File: config.mk
export PLATFORM = sky130hd
export DESIGN_NAME = pattern_stream_driver
export DESIGN_NICKNAME = d
export VERILOG_FILES = /design/src/rtl/pattern_pkg.sv /design/src/rtl/pattern_ack_responder.sv /design/src/rtl/pattern_stream_driver.sv
export SDC_FILE = /design/constraint.sdc
export NUM_CORES = 1
export LEC_CHECK = 0
export CAP_MARGIN = 30
export CORE_MARGIN = 2
export CORE_UTILIZATION = 55
export DETAILED_ROUTE_END_ITERATION = 8
export PLACE_DENSITY = 0.77
export SLEW_MARGIN = 25
export SYNTH_ARGS = -nofsm -noshare
export SYNTH_HDL_FRONTEND = slang
export SYNTH_SLANG_ARGS = --single-unit
File: constraint.sdc
create_clock -name clk -period 6.6 [get_ports clk]
set_input_delay 1.98 -clock clk [delete_from_list [all_inputs] [get_ports clk]]
set_output_delay 1.98 -clock clk [all_outputs]
set_load 0.01 [all_outputs]
File: src/rtl/pattern_pkg.sv
// Shared types and constants for the pattern stream driver and its ack responder.
package pattern_pkg;

  typedef logic [7:0] byte_t;

  typedef enum logic [1:0] {
    StIdle,
    StPlay,
    StDone
  } play_state_t;

  typedef enum logic [1:0] {
    AckWait,
    AckDelay,
    AckPulse,
    AckBlank
  } ack_state_t;

  localparam byte_t IDLE_BYTE = 8'h00;

endpackage

File: src/rtl/pattern_ack_responder.sv
// Answers each detector match with a delayed one-cycle ack and counts matches (saturating).
module pattern_ack_responder
  import pattern_pkg::*;
#(
  parameter int unsigned ACK_DELAY = 2,
  parameter int unsigned CNT_W     = 16
) (
  input  logic             clk_i,
  input  logic             reset_sync_i,
  input  logic             found_pattern_i,
  output logic             ack_o,
  output logic [CNT_W-1:0] match_count_o
);

  localparam int unsigned DlyW = (ACK_DELAY > 1) ? $clog2(ACK_DELAY + 1) : 1;
  localparam logic [DlyW-1:0] DlyInit = DlyW'(ACK_DELAY);
  localparam logic [CNT_W-1:0] CntMax = '1;

  ack_state_t       state_q, state_d;
  logic [DlyW-1:0]  dly_q, dly_d;
  logic             ack_q, ack_d;
  logic [CNT_W-1:0] count_q, count_d;

  always_comb begin
    state_d = state_q;
    dly_d   = dly_q;
    ack_d   = 1'b0;
    count_d = count_q;
    unique case (state_q)
      AckWait: begin
        if (found_pattern_i) begin
          if (ACK_DELAY == 0) begin
            state_d = AckPulse;
          end else begin
            state_d = AckDelay;
            dly_d   = DlyInit;
          end
        end
      end
      AckDelay: begin
        dly_d = dly_q - DlyW'(1);
        if (dly_q == DlyW'(1)) state_d = AckPulse;
      end
      AckPulse: state_d = AckBlank;
      // Detector is still clearing its flag; ignore it for this cycle.
      AckBlank: state_d = AckWait;
      default:  state_d = AckWait;
    endcase
    if (state_d == AckPulse) begin
      ack_d = 1'b1;
      if (count_q != CntMax) count_d = count_q + CNT_W'(1);
    end
  end

  always_ff @(posedge clk_i) begin
    if (reset_sync_i) begin
      state_q <= AckWait;
      dly_q   <= '0;
      ack_q   <= 1'b0;
      count_q <= '0;
    end else begin
      state_q <= state_d;
      dly_q   <= dly_d;
      ack_q   <= ack_d;
      count_q <= count_d;
    end
  end

  assign ack_o         = ack_q;
  assign match_count_o = count_q;

endmodule

File: src/rtl/pattern_stream_driver.sv
// Byte buffer loaded by software and replayed one byte per clock, plus the ack responder.
module pattern_stream_driver
  import pattern_pkg::*;
#(
  parameter int unsigned DEPTH     = 32,
  parameter int unsigned ACK_DELAY = 2,
  parameter int unsigned CNT_W     = 16
) (
  input  logic             clk,
  input  logic             reset_sync,
  input  logic             load_valid,
  input  logic [7:0]       load_data,
  output logic             load_ready,
  input  logic             start,
  input  logic             loop_en,
  output logic [7:0]       data,
  output logic             data_valid,
  input  logic             found_pattern,
  output logic             ack,
  output logic [CNT_W-1:0] match_count,
  output logic             busy,
  output logic             done
);

  localparam int unsigned AddrW = $clog2(DEPTH);
  localparam int unsigned LenW  = AddrW + 1;

  byte_t            mem_q [DEPTH];
  play_state_t      state_q, state_d;
  logic [LenW-1:0]  length_q, length_d;
  logic [AddrW-1:0] rd_ptr_q, rd_ptr_d;
  byte_t            data_q, data_d;
  logic             valid_q, valid_d;
  logic             done_q, done_d;
  logic             busy_q, busy_d;
  logic             ready_q, ready_d;
  logic             wr_en;
  logic             last;

  assign last = (LenW'(rd_ptr_q) == (length_q - LenW'(1)));

  // The byte for the next cycle is fetched here so the stream is registered with no bubble.
  always_comb begin
    state_d  = state_q;
    length_d = length_q;
    rd_ptr_d = rd_ptr_q;
    data_d   = IDLE_BYTE;
    valid_d  = 1'b0;
    done_d   = 1'b0;
    wr_en    = 1'b0;
    unique case (state_q)
      StIdle: begin
        wr_en = load_valid && ready_q;
        if (wr_en) length_d = length_q + LenW'(1);
        if (start && (length_q != '0)) begin
          state_d  = StPlay;
          rd_ptr_d = '0;
          data_d   = mem_q[0];
          valid_d  = 1'b1;
        end
      end
      StPlay: begin
        valid_d = 1'b1;
        if (last) begin
          if (loop_en) begin
            rd_ptr_d = '0;
            data_d   = mem_q[0];
          end else begin
            state_d = StDone;
            valid_d = 1'b0;
            done_d  = 1'b1;
          end
        end else begin
          rd_ptr_d = rd_ptr_q + AddrW'(1);
          data_d   = mem_q[rd_ptr_d];
        end
      end
      StDone:  state_d = StIdle;
      default: state_d = StIdle;
    endcase
    busy_d  = (state_d == StPlay);
    ready_d = (state_d == StIdle) && (length_d < LenW'(DEPTH));
  end

  always_ff @(posedge clk) begin
    if (reset_sync) begin
      state_q  <= StIdle;
      length_q <= '0;
      rd_ptr_q <= '0;
      data_q   <= IDLE_BYTE;
      valid_q  <= 1'b0;
      done_q   <= 1'b0;
      busy_q   <= 1'b0;
      ready_q  <= 1'b0;
    end else begin
      state_q  <= state_d;
      length_q <= length_d;
      rd_ptr_q <= rd_ptr_d;
      data_q   <= data_d;
      valid_q  <= valid_d;
      done_q   <= done_d;
      busy_q   <= busy_d;
      ready_q  <= ready_d;
    end
  end

  always_ff @(posedge clk) begin
    if (!reset_sync && wr_en) mem_q[length_q[AddrW-1:0]] <= load_data;
  end

  pattern_ack_responder #(
    .ACK_DELAY (ACK_DELAY),
    .CNT_W     (CNT_W)
  ) u_ack (
    .clk_i           (clk),
    .reset_sync_i    (reset_sync),
    .found_pattern_i (found_pattern),
    .ack_o           (ack),
    .match_count_o   (match_count)
  );

  assign data       = data_q;
  assign data_valid = valid_q;
  assign busy       = busy_q;
  assign done       = done_q;
  assign load_ready = ready_q;

endmodule
* Yosys cells after proc, flatten, opt, wreduce, memory -nomap -nowiden *
Memory sizes are Yosys's and may differ from the RTL's.
Index checks and enable logic that the tools add are counted.

storage, ports and cells
  memories = 1
  RAM bits = 256
  word-level logic and storage cells = 76
  register bits = 46

memory list
  name   depth  bits a word  rd ports  clocked after Yosys merged registers in  write ports  RTL line                     RTL
  mem_q  32     8            2         0                                        1            pattern_stream_driver.sv:28  byte_t mem_q [DEPTH];

cells by class
  bitwise operators = 2
  magnitude comparators = 1
  muxes and demuxes = 28
  equal/unequal tests = 12
  reductions and logical operators = 15
  $add $sub $neg = 5

operators with widths
  kind                                                                    count
  8-bit two-way mux                                                       3
  16-bit by 1-bit adder with 16-bit output (second input constant)        1
  16-bit inequality test (second input constant)                          1
  8-bit one-hot mux with 2 select lines                                   1
  5-bit two-way mux                                                       3
  2-bit two-way mux                                                       6
  6-bit two-way mux                                                       2
  5-bit one-hot mux with 2 select lines                                   1
  2-bit by 1-bit equality test with 1-bit output (second input constant)  4
  1-bit two-way mux                                                       8
  2-bit one-hot mux with 2 select lines                                   2
  2-bit one-hot mux with 4 select lines                                   1
  6-bit by 1-bit adder with 6-bit output (second input constant)          1
  2-bit equality test (second input constant)                             3
  5-bit by 6-bit equality test with 1-bit output                          1
  2-bit logical NOT                                                       3
  6-bit less-than comparator (second input constant)                      1
  6-bit nonzero test                                                      1
  6-bit by 1-bit subtractor with 6-bit output (second input constant)     1
  5-bit by 1-bit adder with 5-bit output (second input constant)          1
  1-bit logical AND                                                       4
  2-bit inequality test (second input constant)                           2
  2-bit AND reduction                                                     2
  2-bit nonzero test                                                      2
  7 further kinds                                                         8

* Longest topological paths before layout *
Gate-level depths: netlist of run 1.

  depth in word-level cells = 6
  mapped depth = 10
  gate-level depth less buffers = 8

* By module *
A second synthesis of run 1 with hierarchy kept.

unflattened totals
  cells, all modules = 877
  area total of the unflattened synthesis = 12364.4 µm²

by module, submodules not included
  module                 times used  cells each  area each (µm²)  seq. area each (µm²)
  pattern_stream_driver  1           755         11272.1          8187.9
  pattern_ack_responder  1           122         1092.3           420.4

* Worst setup path after synthesis of run 1 *
OpenSTA, ideal clock, no wires.

  path type = in2reg
  from = input load_valid
  to = memory mem_q[11][0] in the netlist's numbering, enable pin
  data arrival time = 3.284 ns
  stages = 5
  library setup time = 0.332 ns
  path slack = 2.984 ns
  cell sequence = and3_1 -> clkbuf_1 -> nor2b_1 -> nor4bb_1 -> and2_1

on the way
  word-level cells in the longest chain between the ends = 5

ends and longest elaborated chain
  what                                     RTL line                      RTL
  start, declared                          pattern_stream_driver.sv:11   input logic load_valid,
  1-bit logical AND                        pattern_stream_driver.sv:53   wr_en = load_valid && ready_q;
  1-bit two-way mux                        pattern_stream_driver.sv:51   unique case (state_q)
  1-bit logical AND                        pattern_stream_driver.sv:108  if (!reset_sync && wr_en) mem_q[length_q[AddrW-1:0]] <= load_data;
  1-bit two-way mux                        pattern_stream_driver.sv:108
  1-bit two-way mux (not written as such)  pattern_stream_driver.sv:108
  end, declared                            pattern_stream_driver.sv:28

Every way passes these cells.

* Worst setup path after layout of run 1 *
  from = input load_valid
  to = memory mem_q[9][6] in the netlist's numbering, enable pin

The elaborated chain is that of the path after synthesis.

==> impl_metrics.py, run 1 <==
metrics = {
    "synthesis": {
        "yosysWarnings": 0,
        "yosysTopAreaCell": "edfxtp_1",
        "synth_edf_count": 256,
        "yosysSeqAreaShare": 0.707,
        "yosysTopAreaCellShare": 0.632,
        "syn-cell-area_um2": 12200,
        "yosysMostFrequentCell": "edfxtp_1",
        "synth_ff_type": "edfxtp_1",
        "avgSynthCellArea_um2": 17.4,
        "syn_nets": 722,
        "async_reset_ff_frac": 0,
        "synthCells": 701,
        "ys_types": 55,
        "ys_top_cells_by_area": "edfxtp_1 (63%), mux4_2 (12%), dfxtp_1 (7.6%), nor2_1 (2.0%), nand2_1 (1.4%)",
        "yosys_register_bits": 302,
        "synth_commonest_cells": "edfxtp_1 (256), nor2_1 (66), mux4_2 (64)",
    },
    "placed_design": {
        "placement.io_buffers": 42,
        "gp_congestion": 0.866,
        "post-dp-hpwl_mm": 16.8,
        "pre_cts_slack_ns": 2.07,
    },
    "pwr": {
        "p_int_mw": 3.23,
        "p_leak_nw": 4.30,
        "power_frac_comb": 0.061,
        "seqPwrFrac": 0.514,
        "vdd_drop_max_v": 0.000188,
        "clkPwrFrac": 0.425,
        "swShare": 0.208,
        "p_total_mw": 4.07,
        "power.density_nw_per_um2": 294,
        "power.switching_mw": 0.848,
    },
    "clocking": {
        "cts-root-buf": "clkbuf_16",
        "cts-buffers-inserted": 29,
        "worstSkewPairLatency_ns": 0.57,
        "post_cts_buffers": 0,
        "cts_tree": "done",
        "clk_pin_slew_ns": 0.06,
        "clock-sinks": 302,
        "ctsLongestPathBuffers": 3,
        "htree_num_levels": 1,
        "cts_hold_buf": 0,
        "post_cts_resized": 0,
    },
    "die": {
        "pin_count": 43,
        "core-area_um2": 21800,
        "die_h_um": 153,
        "die_w_um": 153,
        "initial_utilization": 0.559,
        "num_rows": 54,
        "die_area_um2": 23300,
    },
    "sta": {
        "fin_ws_ns": 2.60,
        "period_share": 0.607,
        "whs_ns": 0.483,
        "setup_viol": 0,
        "setup_tns_ns": 0,
        "rsz0062_at_grt": "false",
        "clock_skew_ns": 0.0158,
        "relSlewSlack": 0.377,
        "hold_viol_final": 0,
        "period_minus_slack_ns": 4.00,
        "slew_viol_final": 0,
        "tightest_slew_ns": 0.935,
        "fmax_ghz": 0.250,
    },
    "final_layout": {
        "n_antenna_cell": 0,
        "areaGrowthSynthToFinish_pct": 13.8,
        "drive_gt1_frac": 0.202,
        "multiInputGateArea_um2": 3380,
        "seq_area_um2": 8610,
        "final_util": 0.637,
        "nets": 767,
        "fill_cells": 1496,
    },
    "global_routing": {
        "antenna_found_initial": 0,
        "grt_max_degree": 58,
        "grt-ovfl-total": 0,
        "grt_pass1_vias": 6745,
        "grt_pass1_wl_mm": 41.8,
        "track_usage": 0.238,
    },
    "setup_path": {
        "endpoint_kind": "flip-flop",
        "rr_worst_depth": 5,
        "path_max_fanout": 8,
        "crit_type": "primary input to flip-flop",
        "cp-start-kind": "primary input",
        "critPathRequiredTime_ns": 6.82,
        "crit_arrival_ns": 4.22,
    },
    "detailed_routing": {
        "vias_per_cell": 6.33,
        "drt-initial-drc-count": 756,
        "wl_per_cell_um": 25.9,
        "dr_wl_met3_mm": 2.58,
        "routed_wl_mm": 27.2,
        "met1Wirelength_mm": 10.8,
        "route.detailed.drc": 0,
        "highest_layer": "met4",
        "wl_met2_mm": 13.0,
        "antenna_left": 0,
        "first_pass_iters": 6,
        "via_count": 6640,
    },
    "flow_run": {
        "maxCapViolCount": 0,
    },
    "min_path": {
        "min_path_type": "flip-flop to flip-flop",
        "holdPathStages": 1,
    },
    "outcome": {
        "outcome": "finished clean",
    },
}
-- cell type report --
| cell class | count | share of cell area |
|---|---|---|
| flip-flops and latches | 302 | 0.622 |
| multi-input cells | 355 | 0.244 |
| clock buffers | 37 | 0.0560 |
| repair buffers | 47 | 0.0329 |
| well taps | 280 | 0.0253 |
| clock inverters | 17 | 0.0173 |
| inverters | 11 | 0.00298 |
-- kinds of logic (layout without fill, tap and decap cells) --
group	count (synthesis)	count (layout)	synth area share
AOI/OAI and AO/OA	55	55	0.0393
xor gates and xnor gates	26	26	0.0187
adders and majority gates	7	7	0.00720
buffers and inverters	44	112	0.0168
DFF	302	302	0.707
muxes	89	89	0.141
and+or+nand+nor	178	178	0.0701
-- sequential cells by signal, indices dropped and copies added, names as in the netlist --
register / cells
data_valid: 1
u_ack.match_count_o: 16
mem_q: 256
length_q: 6
data: 8
u_ack.state_q: 2
u_ack.dly_q: 2
rd_ptr_q: 5
done: 1
state_q: 2
u_ack.ack_o: 1
busy: 1
load_ready: 1
-- power groups by stage --
stage / Clock [mW] / Combinational, mW / Sequential [mW]
3_3_place_gp: 0 / 0.224 / 2.15
6_report: 1.73 / 0.248 / 2.10
3_5_place_dp: 0 / 0.232 / 2.15
5_1_grt: 1.83 / 0.263 / 2.10
2_1_floorplan: 0 / 0.160 / 2.13
4_1_cts: 1.75 / 0.233 / 2.11
-- path summary, 6_finish.rpt --
path,from,to,slack (ns)
max,load_valid,mem_q[9][6]$_DFFE_PP_,2.60
min,u_ack.dly_q[0]$_SDFFE_PP0P_,u_ack.dly_q[0]$_SDFFE_PP0P_,0.48
max reg2reg,state_q[0]$_SDFF_PP0_,mem_q[9][6]$_DFFE_PP_,3.92
min reg2reg,u_ack.dly_q[0]$_SDFFE_PP0P_,u_ack.dly_q[0]$_SDFFE_PP0P_,0.48
-- through the flow --
stage | instance area (um^2) | cells
after floorplan | 12200 | 701
after global placement | 12800 | 992
after detailed placement | 12800 | 993
after CTS | 13800 | 1047
after global routing | 13900 | 1049
final | 13900 | 1049
-- placed cells by master (no fill, tap or decap), types with 6 or more instances in the layout --
cell / n
and2_1: 9
o22ai_1: 7
mux2i_1: 10
nand2_1: 46
xor2_1: 15
dfxtp_1: 45
nand3_1: 14
buf_2: 7
inv_1: 11
a32o_1: 7
clkbuf_16: 29
o31ai_2: 7
o21ai_0: 6
nor2_1: 66
xnor2_1: 11
nand4_1: 9
clkdlybuf4s50_1: 34
mux4_2: 64
ha_1: 6
edfxtp_1: 256
mux2_2: 15
a21oi_1: 7
clkbuf_1: 6
-- critical path, cell delays in order --
cell             delay [ns]
clkdlybuf4s50_1        0.45
and3_1                 0.31
nor2b_1                0.36
nor4bb_1               0.65
and2_1                 0.46
-- layer usage --
metal	GRT usage	vias up
met5	0	-
met4	0.0825	0
met3	0.0455	50
met2	0.379	375
met1	0.336	3378
li1	-	2837
Power figures use the tool's default switching activity.
==> run 2, diff against run 1 <==
- PLACE_DENSITY: 0.77 -> 0.8
- clock period: 6.6 -> 3.46 ns (I/O delays scaled with it)
==> run 2 against run 1 <==
- flip-flop and latch count unchanged
- sequential power increased by 90%
- combinational power increased by 98%
- global-route usage decreased by 0.86 points
- largest power group unchanged
- highest routed layer unchanged
==> impl_metrics.py, run 2 (synthesis results as in run 1) <==
metrics = {
    "clocking": {
        "cts_hold_buf": 0,
        "cts_tree": "done",
        "worstSkewPairLatency_ns": 0.55,
        "clock-sinks": 302,
        "cts-root-buf": "clkbuf_16",
        "clk_pin_slew_ns": 0.06,
        "cts-buffers-inserted": 29,
        "ctsLongestPathBuffers": 3,
        "post_cts_resized": 0,
        "post_cts_buffers": 0,
        "htree_num_levels": 1,
    },
    "pwr": {
        "vdd_drop_max_v": 0.000420,
        "power_frac_comb": 0.065,
        "swShare": 0.210,
        "p_int_mw": 5.95,
        "power.density_nw_per_um2": 535,
        "p_leak_nw": 4.45,
        "seqPwrFrac": 0.530,
        "clkPwrFrac": 0.405,
        "power.switching_mw": 1.58,
    },
    "flow_run": {
        "maxCapViolCount": 0,
    },
    "setup_path": {
        "path_max_fanout": 36,
        "cp-start-kind": "flip-flop",
        "crit_slowest_cell": "a21oi_1",
        "rr_worst_depth": 6,
        "crit_chain": "buf_4 -> nand3_1 -> mux2_2 -> a21oi_1 -> a211oi_1 -> o31ai_2",
        "slowest_delay_ns": 0.69,
        "crit_type": "flip-flop to flip-flop",
        "endpoint_kind": "flip-flop",
        "path_buf_inv": 1,
        "crit_arrival_ns": 3.47,
        "crit_family": "compound AO/OA/AOI/OAI gates",
        "critPathRequiredTime_ns": 3.89,
        "cp_num_cells": 6,
    },
    "die": {
        "num_rows": 54,
        "die_h_um": 153,
        "die_w_um": 153,
        "initial_utilization": 0.559,
        "die_area_um2": 23300,
        "pin_count": 43,
        "core-area_um2": 21800,
    },
    "sta": {
        "slew_viol_final": 0,
        "whs_ns": 0.497,
        "hold_viol_final": 0,
        "tightest_slew_ns": 0.854,
        "fmax_ghz": 0.329,
        "period_share": 0.878,
        "relSlewSlack": 0.430,
        "rsz0062_at_grt": "false",
        "setup_tns_ns": 0,
        "setup_viol": 0,
        "clock_skew_ns": 0.0219,
        "period_minus_slack_ns": 3.04,
    },
    "global_routing": {
        "grt_max_degree": 37,
        "grt_pass1_vias": 6974,
        "grt_pass1_wl_mm": 41.0,
        "grt-ovfl-total": 0,
        "antenna_found_initial": 0,
        "track_usage": 0.229,
    },
    "final_layout": {
        "stdcell_count": 1087,
        "final_common_cell": "edfxtp_1",
        "final_cell_mix": "edfxtp_1 (256), nor2_1 (66), mux4_2 (64), nand2_1 (46), dfxtp_1 (45)",
        "multiInputGateArea_um2": 3380,
        "drive_gt1_frac": 0.224,
        "nets": 805,
        "largest_reg_flops": 256,
        "fill_cells": 1468,
        "fin_area_um2": 14100,
        "n_antenna_cell": 0,
        "seq_area_um2": 8610,
        "areaGrowthSynthToFinish_pct": 15.5,
    },
    "detailed_routing": {
        "wl_per_cell_um": 24.3,
        "antenna_left": 0,
        "drt-initial-drc-count": 710,
        "first_pass_iters": 5,
        "vias_per_cell": 6.20,
        "routed_wl_mm": 26.4,
        "route.detailed.drc": 0,
        "via_count": 6735,
    },
    "placed_design": {
        "dp_cells": 1033,
        "place_area_um2": 13100,
        "placement.io_buffers": 42,
        "gp_congestion": 0.931,
        "post-dp-hpwl_mm": 16.5,
    },
    "min_path": {
        "holdPathStages": 1,
        "min_path_type": "flip-flop to flip-flop",
    },
    "outcome": {
        "outcome": "finished clean",
    },
}
[run 2: layer usage]
metal,vias up,GRT usage,share of wire
met4,0,0.0723,0.028
met5,-,0,0
met2,322,0.378,0.49
met1,3448,0.324,0.40
met3,49,0.0307,0.076
li1,2916,-,-
[run 2: area by class of cell]
class                      instances  area share
inverter                          11     0.00294
clock inverter                    20      0.0125
tap                              280      0.0249
timing repair buffer              85      0.0538
clock buffer                      34      0.0530
sequential                       302       0.613
multi-input combinational        355       0.240
[run 2: final timing paths]
path	from	end	slack [ns]
hold reg to reg	u_ack.dly_q[0]$_SDFFE_PP0P_	u_ack.dly_q[0]$_SDFFE_PP0P_	0.50
hold / removal	u_ack.dly_q[0]$_SDFFE_PP0P_	u_ack.dly_q[0]$_SDFFE_PP0P_	0.50
setup reg to reg	rd_ptr_q[0]$_SDFFE_PP0P_	data[1]$_SDFF_PP0_	0.42
setup / recovery	rd_ptr_q[0]$_SDFFE_PP0P_	data[1]$_SDFF_PP0_	0.42
[run 2: metrics by stage]
step                 util  worst slack, ns  power [mW]
detailed placement  0.604            0.231        4.55
CTS                 0.646            0.467        7.56
finish              0.646            0.423        7.53
floorplan               -            0.786        4.37
global route        0.646            0.186        7.74
global placement    0.604            0.314        4.54
[run 2: power groups by stage]
| stage | Sequential, mW | Clock (mW) | Combinational (mW) |
|---|---|---|---|
| floorplan | 4.06 | 0 | 0.305 |
| global route | 3.99 | 3.23 | 0.528 |
| finish | 3.99 | 3.05 | 0.491 |
| CTS | 3.99 | 3.08 | 0.494 |
| global placement | 4.06 | 0 | 0.475 |
| detailed placement | 4.06 | 0 | 0.490 |
[run 2: worst reg2reg max path, cell delays in order (launching register included)]
cell and delay (ns):
dfxtp_4 0.36, buf_4 0.55, nand3_1 0.37, mux2_2 0.38
a21oi_1 0.69, a211oi_1 0.17, o31ai_2 0.39
==> edit 1, RTL diff (settings of run 1) <==
`CNT_W` is set to 16 in 2 places; all go to 24.
--- a/src/rtl/pattern_ack_responder.sv
+++ b/src/rtl/pattern_ack_responder.sv
@@ -3,7 +3,7 @@
   import pattern_pkg::*;
 #(
   parameter int unsigned ACK_DELAY = 2,
-  parameter int unsigned CNT_W     = 16
+  parameter int unsigned CNT_W     = 24
 ) (
   input  logic             clk_i,
   input  logic             reset_sync_i,
--- a/src/rtl/pattern_stream_driver.sv
+++ b/src/rtl/pattern_stream_driver.sv
@@ -4,7 +4,7 @@
 #(
   parameter int unsigned DEPTH     = 32,
   parameter int unsigned ACK_DELAY = 2,
-  parameter int unsigned CNT_W     = 16
+  parameter int unsigned CNT_W     = 24
 ) (
   input  logic             clk,
   input  logic             reset_sync,
Interface: changed (resized match_count); port bits go from 43 to 51. No check against the original RTL was run, so the function may have changed too.
==> edit 1 against run 1 <==
Routed wire length up 4.6%. Cell area increased by 3.7%. Synthesized area up 2.7%. Global-route usage is 0.73 points higher. Sequential cell count increased by 8. Via count up 6.1%. Count of clock-buffer cells in the layout stayed put. Combinational power increased by 5%. Critical endpoint is now mem_q[24][4]$_DFFE_PP_. Non-clock buffer count up 14. Total power is 3.7% higher. Sequential share of layout area shrank 1.1 points. Sequential power grew 2%. Synthesized cell count grew 5.4%. Highest routed layer unchanged. Worst setup slack got worse by 130 ps.
==> edit 1: results (changes against run 1) <==
Critical path
  • R2R depth: 7 (+2)
  • RR Startpoint: rd_ptr_q[0]$_SDFFE_PP0P_
  • Critical Path AT: 4310 ps (+90 ps)
  • Reg2Reg Setup Slack: 3170 ps (-750 ps)
  • R2r endpoint: data[6]$_SDFF_PP0_

Synthesis
  • Gate Count Post-Synth: 739 (+5.4%)
  • Unique cell type count in the Yosys netlist: 52 (-5.5%)
  • Seq/Total Area, Yosys: 70.13% (-0.61 points)
  • Synth top area cells: edfxtp_1 (61%), mux4_2 (12%), dfxtp_1 (8.6%), mux2i_1 (2.1%), nor2_1 (1.9%)
  • Syn_nets: 760 (+5.3%)
  • Synth cell count leaders: edfxtp_1 (256), mux4_2 (64), nor2_1 (63), dfxtp_1 (54), nand2_1 (38)

Outcome
  • Status: finished, final reports clean

Finish
  • Inverters: 9 (-2)
  • Multi-input combinational area share: 24.68% (+0.30 points)
  • Final Cell Area: 14360 sq um (+3.7%)
  • Filler Cells Inserted: 1468 (-1.9%)
  • Layout cells sized above 1: 17.25% (-2.9 points)
  • Synth-to-layout area growth: 14.85%
  • Nets: 820 (+6.9%)
  • Seq Cell Count: 310 (+2.6%)
  • Multi-input gate count: 386 (+8.7%)
  • Clock-cell share of area: 7.441% (+0.11 points)
  • Non-clock buffer share: 4.078% (+0.79 points)
  • Seq/total area: 61.09% (-1.1 points)
  • Non-clk bufs: 61 (+30%)

Timing
  • Worst-Margin Slew: 843.9 ps (-91.18 ps)
  • Clk_skew: 19.92 ps (+4.151 ps)
  • Hold WS: 500.0 ps (+17.07 ps)

Route
  • Vias: 7045 (+6.1%)
  • Vias per cell: 6.358 (+0.45%)
  • Initial DRC count: 922 (+22%)
  • Routed wire length: 28.47 mm (+4.6%)
  • Detail Route Antenna Nets: 0 (unchanged)

Worst hold path
  • Hold path startpoint: u_ack.dly_q[0]$_SDFFE_PP0P_
  • Hold depth: 1 (unchanged)

Placed design
  • Cells after DPL: 1050 (+5.7%)
  • Hpwl dp: 17.94 mm (+6.6%)
  • Gpl congestion: 0.9016 (+4.2%)
  • PortBufs: 50 (+19%)
  • Placed cell areas: 13270 sq um (+3.7%)

Power
  • Reg power frac: 50.8% (-0.6 points)
  • Sw Pwr: 0.0009001 W (+6.1%)
  • Combinational Power: 0.000260 W (+5%)
  • IR drop worst, VDD: 0.0002593 V (+38%)
  • Leakage: 4.438 nW (+3.2%)

Clocking
  • Clock latency on the worst-skew pair: roughly 560 ps
  • TritonCTS buffer count: 31 (+6.9%)
  • Postcts setup bufs: 0 (unchanged)

Global routing
  • Gr usage total: 24.53% (+0.73 points)
  • First-pass GRT wire length: 43.77 mm (+4.8%)
  • Vias in the first global route: 7147 (+6.0%)
  • Largest net degree at the start of global routing: 53 (-8.6%)
-- edit 1: cell count changes after synthesis, sizes merged, moves of 7 or more --
cell,run 1,this run
mux2i,10,26
mux2,15,2
a21oi,7,19
o31ai,11,3
dfxtp,46,54
a222oi,0,7
nand2,47,38
nand3,14,24
o22ai,7,0
or3,3,11
-- edit 1: routing by layer --
layer,global-route usage (%),up-vias,share of wire [%]
met3,5.240,52,9.8
met2,39.05,443,47
li1,-,3049,-
met1,34.86,3501,40
met4,7.011,0,2.7
met5,0,-,0
-- edit 1: kinds of logic (layout without fill, tap and decap cells) --
| group | after synthesis | after routing | synth area share, % |
|---|---|---|---|
| simple gates | 197 | 197 | 8.066 |
| mux | 92 | 92 | 13.79 |
| buf+inv | 43 | 127 | 1.551 |
| xor+xnor | 26 | 26 | 1.821 |
| fa+ha+maj | 7 | 7 | 0.7005 |
| flops | 310 | 310 | 70.13 |
| compound gates | 64 | 64 | 3.943 |
-- edit 1: worst max path at each step --
stage	start	end	slack, ps	cells after the start
2_1_floorplan	load_valid	mem_q[0][0]$_DFFE_PP_	3020	5
3_3_place_gp	load_valid	mem_q[25][1]$_DFFE_PP_	2120	5
3_5_place_dp	load_valid	mem_q[24][4]$_DFFE_PP_	1960	5
4_1_cts	load_valid	mem_q[24][2]$_DFFE_PP_	2550	5
5_1_grt	load_valid	mem_q[24][2]$_DFFE_PP_	2340	5
6_report	load_valid	mem_q[24][4]$_DFFE_PP_	2470	5
-- edit 1: critical path, cell delays in order --
cell             delay [ps]
clkdlybuf4s50_1         460
and3_1                  350
nor2b_1                 370
nand2_1                 460
nor2_1                  680
-- edit 1: per-stage QoR --
step,total power [W],worst slack (ps)
after detailed placement,0.002443,1956
final,0.004223,2467
after global routing,0.004348,2340
after floorplan,0.002344,3019
after CTS,0.004245,2554
after global placement,0.002434,2123
==> edit 2, RTL diff (flow settings as in run 1) <==
Without the edit above. Encoding of `ack_state_t`: now one-hot (4 bits for 4 states).
--- a/src/rtl/pattern_pkg.sv
+++ b/src/rtl/pattern_pkg.sv
@@ -9,11 +9,11 @@
     StDone
   } play_state_t;
 
-  typedef enum logic [1:0] {
-    AckWait,
-    AckDelay,
-    AckPulse,
-    AckBlank
+  typedef enum logic [3:0] {
+    AckWait  = 4'b0001,
+    AckDelay = 4'b0010,
+    AckPulse = 4'b0100,
+    AckBlank = 4'b1000
   } ack_state_t;
 
   localparam byte_t IDLE_BYTE = 8'h00;
Formal check against the unedited RTL: no difference found for any inputs over 4 cycles, from zero or initial values and one cycle with reset_sync high; so few cycles prove little.
==> edit 2 against run 1 <==
Cell area rose by 1.1%. Routed wire length rose by 5.6%. Synthesized area rose by 1.2%. Fmax fell by 0.12%. Register-to-register slack got worse by 600 ps. Cell count rose by 9.8%. Count of clock-buffer cells in the layout rose by 1. Total power rose by 2.4%. Sequential cell count rose by 2. Worst setup slack got worse by 4.6 ps. Global-route usage rose by 0.71 points. Critical path type unchanged. Largest cell class unchanged. Highest routed layer unchanged.
==> edit 2: results (changes against run 1) <==
Outcome
  • Status: finished, final reports clean

Global routing
  • Largest net degree at the start of global routing: 50 (-14%)
  • Vias in the first global route: 7123 (+5.6%)
  • First-pass GRT wire length: 43.63 mm (+4.4%)
  • Gr usage total: 24.52% (+0.71 points)

Finish
  • Filler Cells Inserted: 1572 (+5.1%)
  • Layout cells sized above 1: 14.45% (-5.7 points)
  • Nets: 869 (+13%)
  • Max reg flops: 256 (unchanged)

Route
  • Vias per cell: 6.212 (-1.9%)
  • Initial DRC count: 842 (+11%)
  • Routed wire length: 28.73 mm (+5.6%)
  • Pre-antenna DRT Iters: 5 (-1)

Placed design
  • Hpwl dp: 17.57 mm (+4.4%)
  • Gpl congestion: 0.8617 (-0.44%)

Synthesis
  • Synth cell count leaders: edfxtp_1 (256), nand2_1 (112), nor2_1 (73), dfxtp_1 (48), mux4_2 (47)
  • Seq/Total Area, Yosys: 70.26% (-0.48 points)
  • Unique cell type count in the Yosys netlist: 58 (+5.5%)
  • Syn_nets: 830 (+15%)
  • Synth top area cells: edfxtp_1 (62%), mux4_2 (8.6%), dfxtp_1 (7.8%), nand2_1 (3.4%), nor2_1 (2.2%)

Timing
  • Slew Limit Headroom: 31.98% (-5.7 points)
  • Clk_skew: 11.85 ps (-3.923 ps)

Critical path
  • Critical Path AT: 4190 ps (-30 ps)
  • Critical Path Max Stage Delay: 690 ps (+40 ps)

Power
  • IR drop worst, VDD: 0.0001816 V (-3.2%)
  • Sw Pwr: 0.0008753 W (+3.2%)
  • Leakage: 4.455 nW (+3.6%)

Clocking
  • Clock latency on the worst-skew pair: 550 ps (-20 ps)
  • TritonCTS buffer count: 30 (+3.4%)
-- edit 2: changes by cell type in the layout (fill, tap and decap cells not counted), sizes merged, moves of 10 or more --
cell / run 1 / this run
nand2: 47 / 112
nand3: 14 / 47
mux4: 64 / 47
mux2: 15 / 1
a32oi: 1 / 11
o31ai: 11 / 1
-- edit 2: final timing paths --
| check | start | slack (ps) | cells past startpoint | endpoint |
|---|---|---|---|---|
| max | load_valid | 2590 | 5 | mem_q[29][2]$_DFFE_PP_ |
| min | u_ack.state_q[3]$_SDFF_PP0_ | 470 | 1 | u_ack.state_q[1]$_SDFF_PP0_ |
| max reg2reg | rd_ptr_q[0]$_SDFFE_PP0P_ | 3320 | 6 | data[3]$_SDFF_PP0_ |
| min reg2reg | u_ack.state_q[3]$_SDFF_PP0_ | 470 | 1 | u_ack.state_q[1]$_SDFF_PP0_ |
-- edit 2: metal layers --
| metal | share of wire, % | GRT usage, % | vias up |
|---|---|---|---|
| met4 | 3.4 | 8.432 | 0 |
| met1 | 39 | 33.92 | 3528 |
| met2 | 47 | 38.79 | 402 |
| met3 | 10 | 5.778 | 61 |
| met5 | 0 | 0 | - |
| li1 | - | - | 3165 |
-- edit 2: logic make-up after synthesis --
group                    share of synthesized area [%]
XOR/XNOR                                         2.053
flip-flops                                       70.26
AO/OA/AOI/OAI                                    4.249
buffers and inverters                            1.881
multiplexers                                     9.667
AND/OR/NAND/NOR                                  11.18
adder cells (fa/ha/maj)                         0.7115
-- edit 2: layout make-up --
| class | count | area share, % |
|---|---|---|
| timing repair buffer | 48 | 3.073 |
| sequential | 304 | 61.77 |
| multi-input combinational | 457 | 24.74 |
| inverter | 7 | 0.1876 |
| tap | 280 | 2.501 |
| clock inverter | 18 | 1.635 |
| clock buffer | 38 | 6.092 |
-- edit 2: worst max-delay path: cells and delay by family --
kind / cells / cell delay, ps
AND/OR/NAND/NOR: 4 / 1730
buffers and inverters: 1 / 470
-- edit 2: power by group through the flow --
stage | clock network, W | registers [W] | logic [W]
after floorplan | 0 | 0.00214 | 0.000151
after global placement | 0 | 0.00215 | 0.000227
after detailed placement | 0 | 0.00215 | 0.000230
after CTS | 0.00184 | 0.00211 | 0.000234
after global routing | 0.00192 | 0.00211 | 0.000248
final | 0.00183 | 0.00211 | 0.000235
-- edit 2: per-stage QoR --
step	total power [W]	setup WS, ps	instances	cell area (sq um)
final	0.004174	2591	1152	14010
after global routing	0.004280	2443	1152	14010
after CTS	0.004186	2591	1152	14010
after detailed placement	0.002380	2030	1096	12920
after global placement	0.002377	2084	1096	12920
after floorplan	0.002290	3044	809	12310
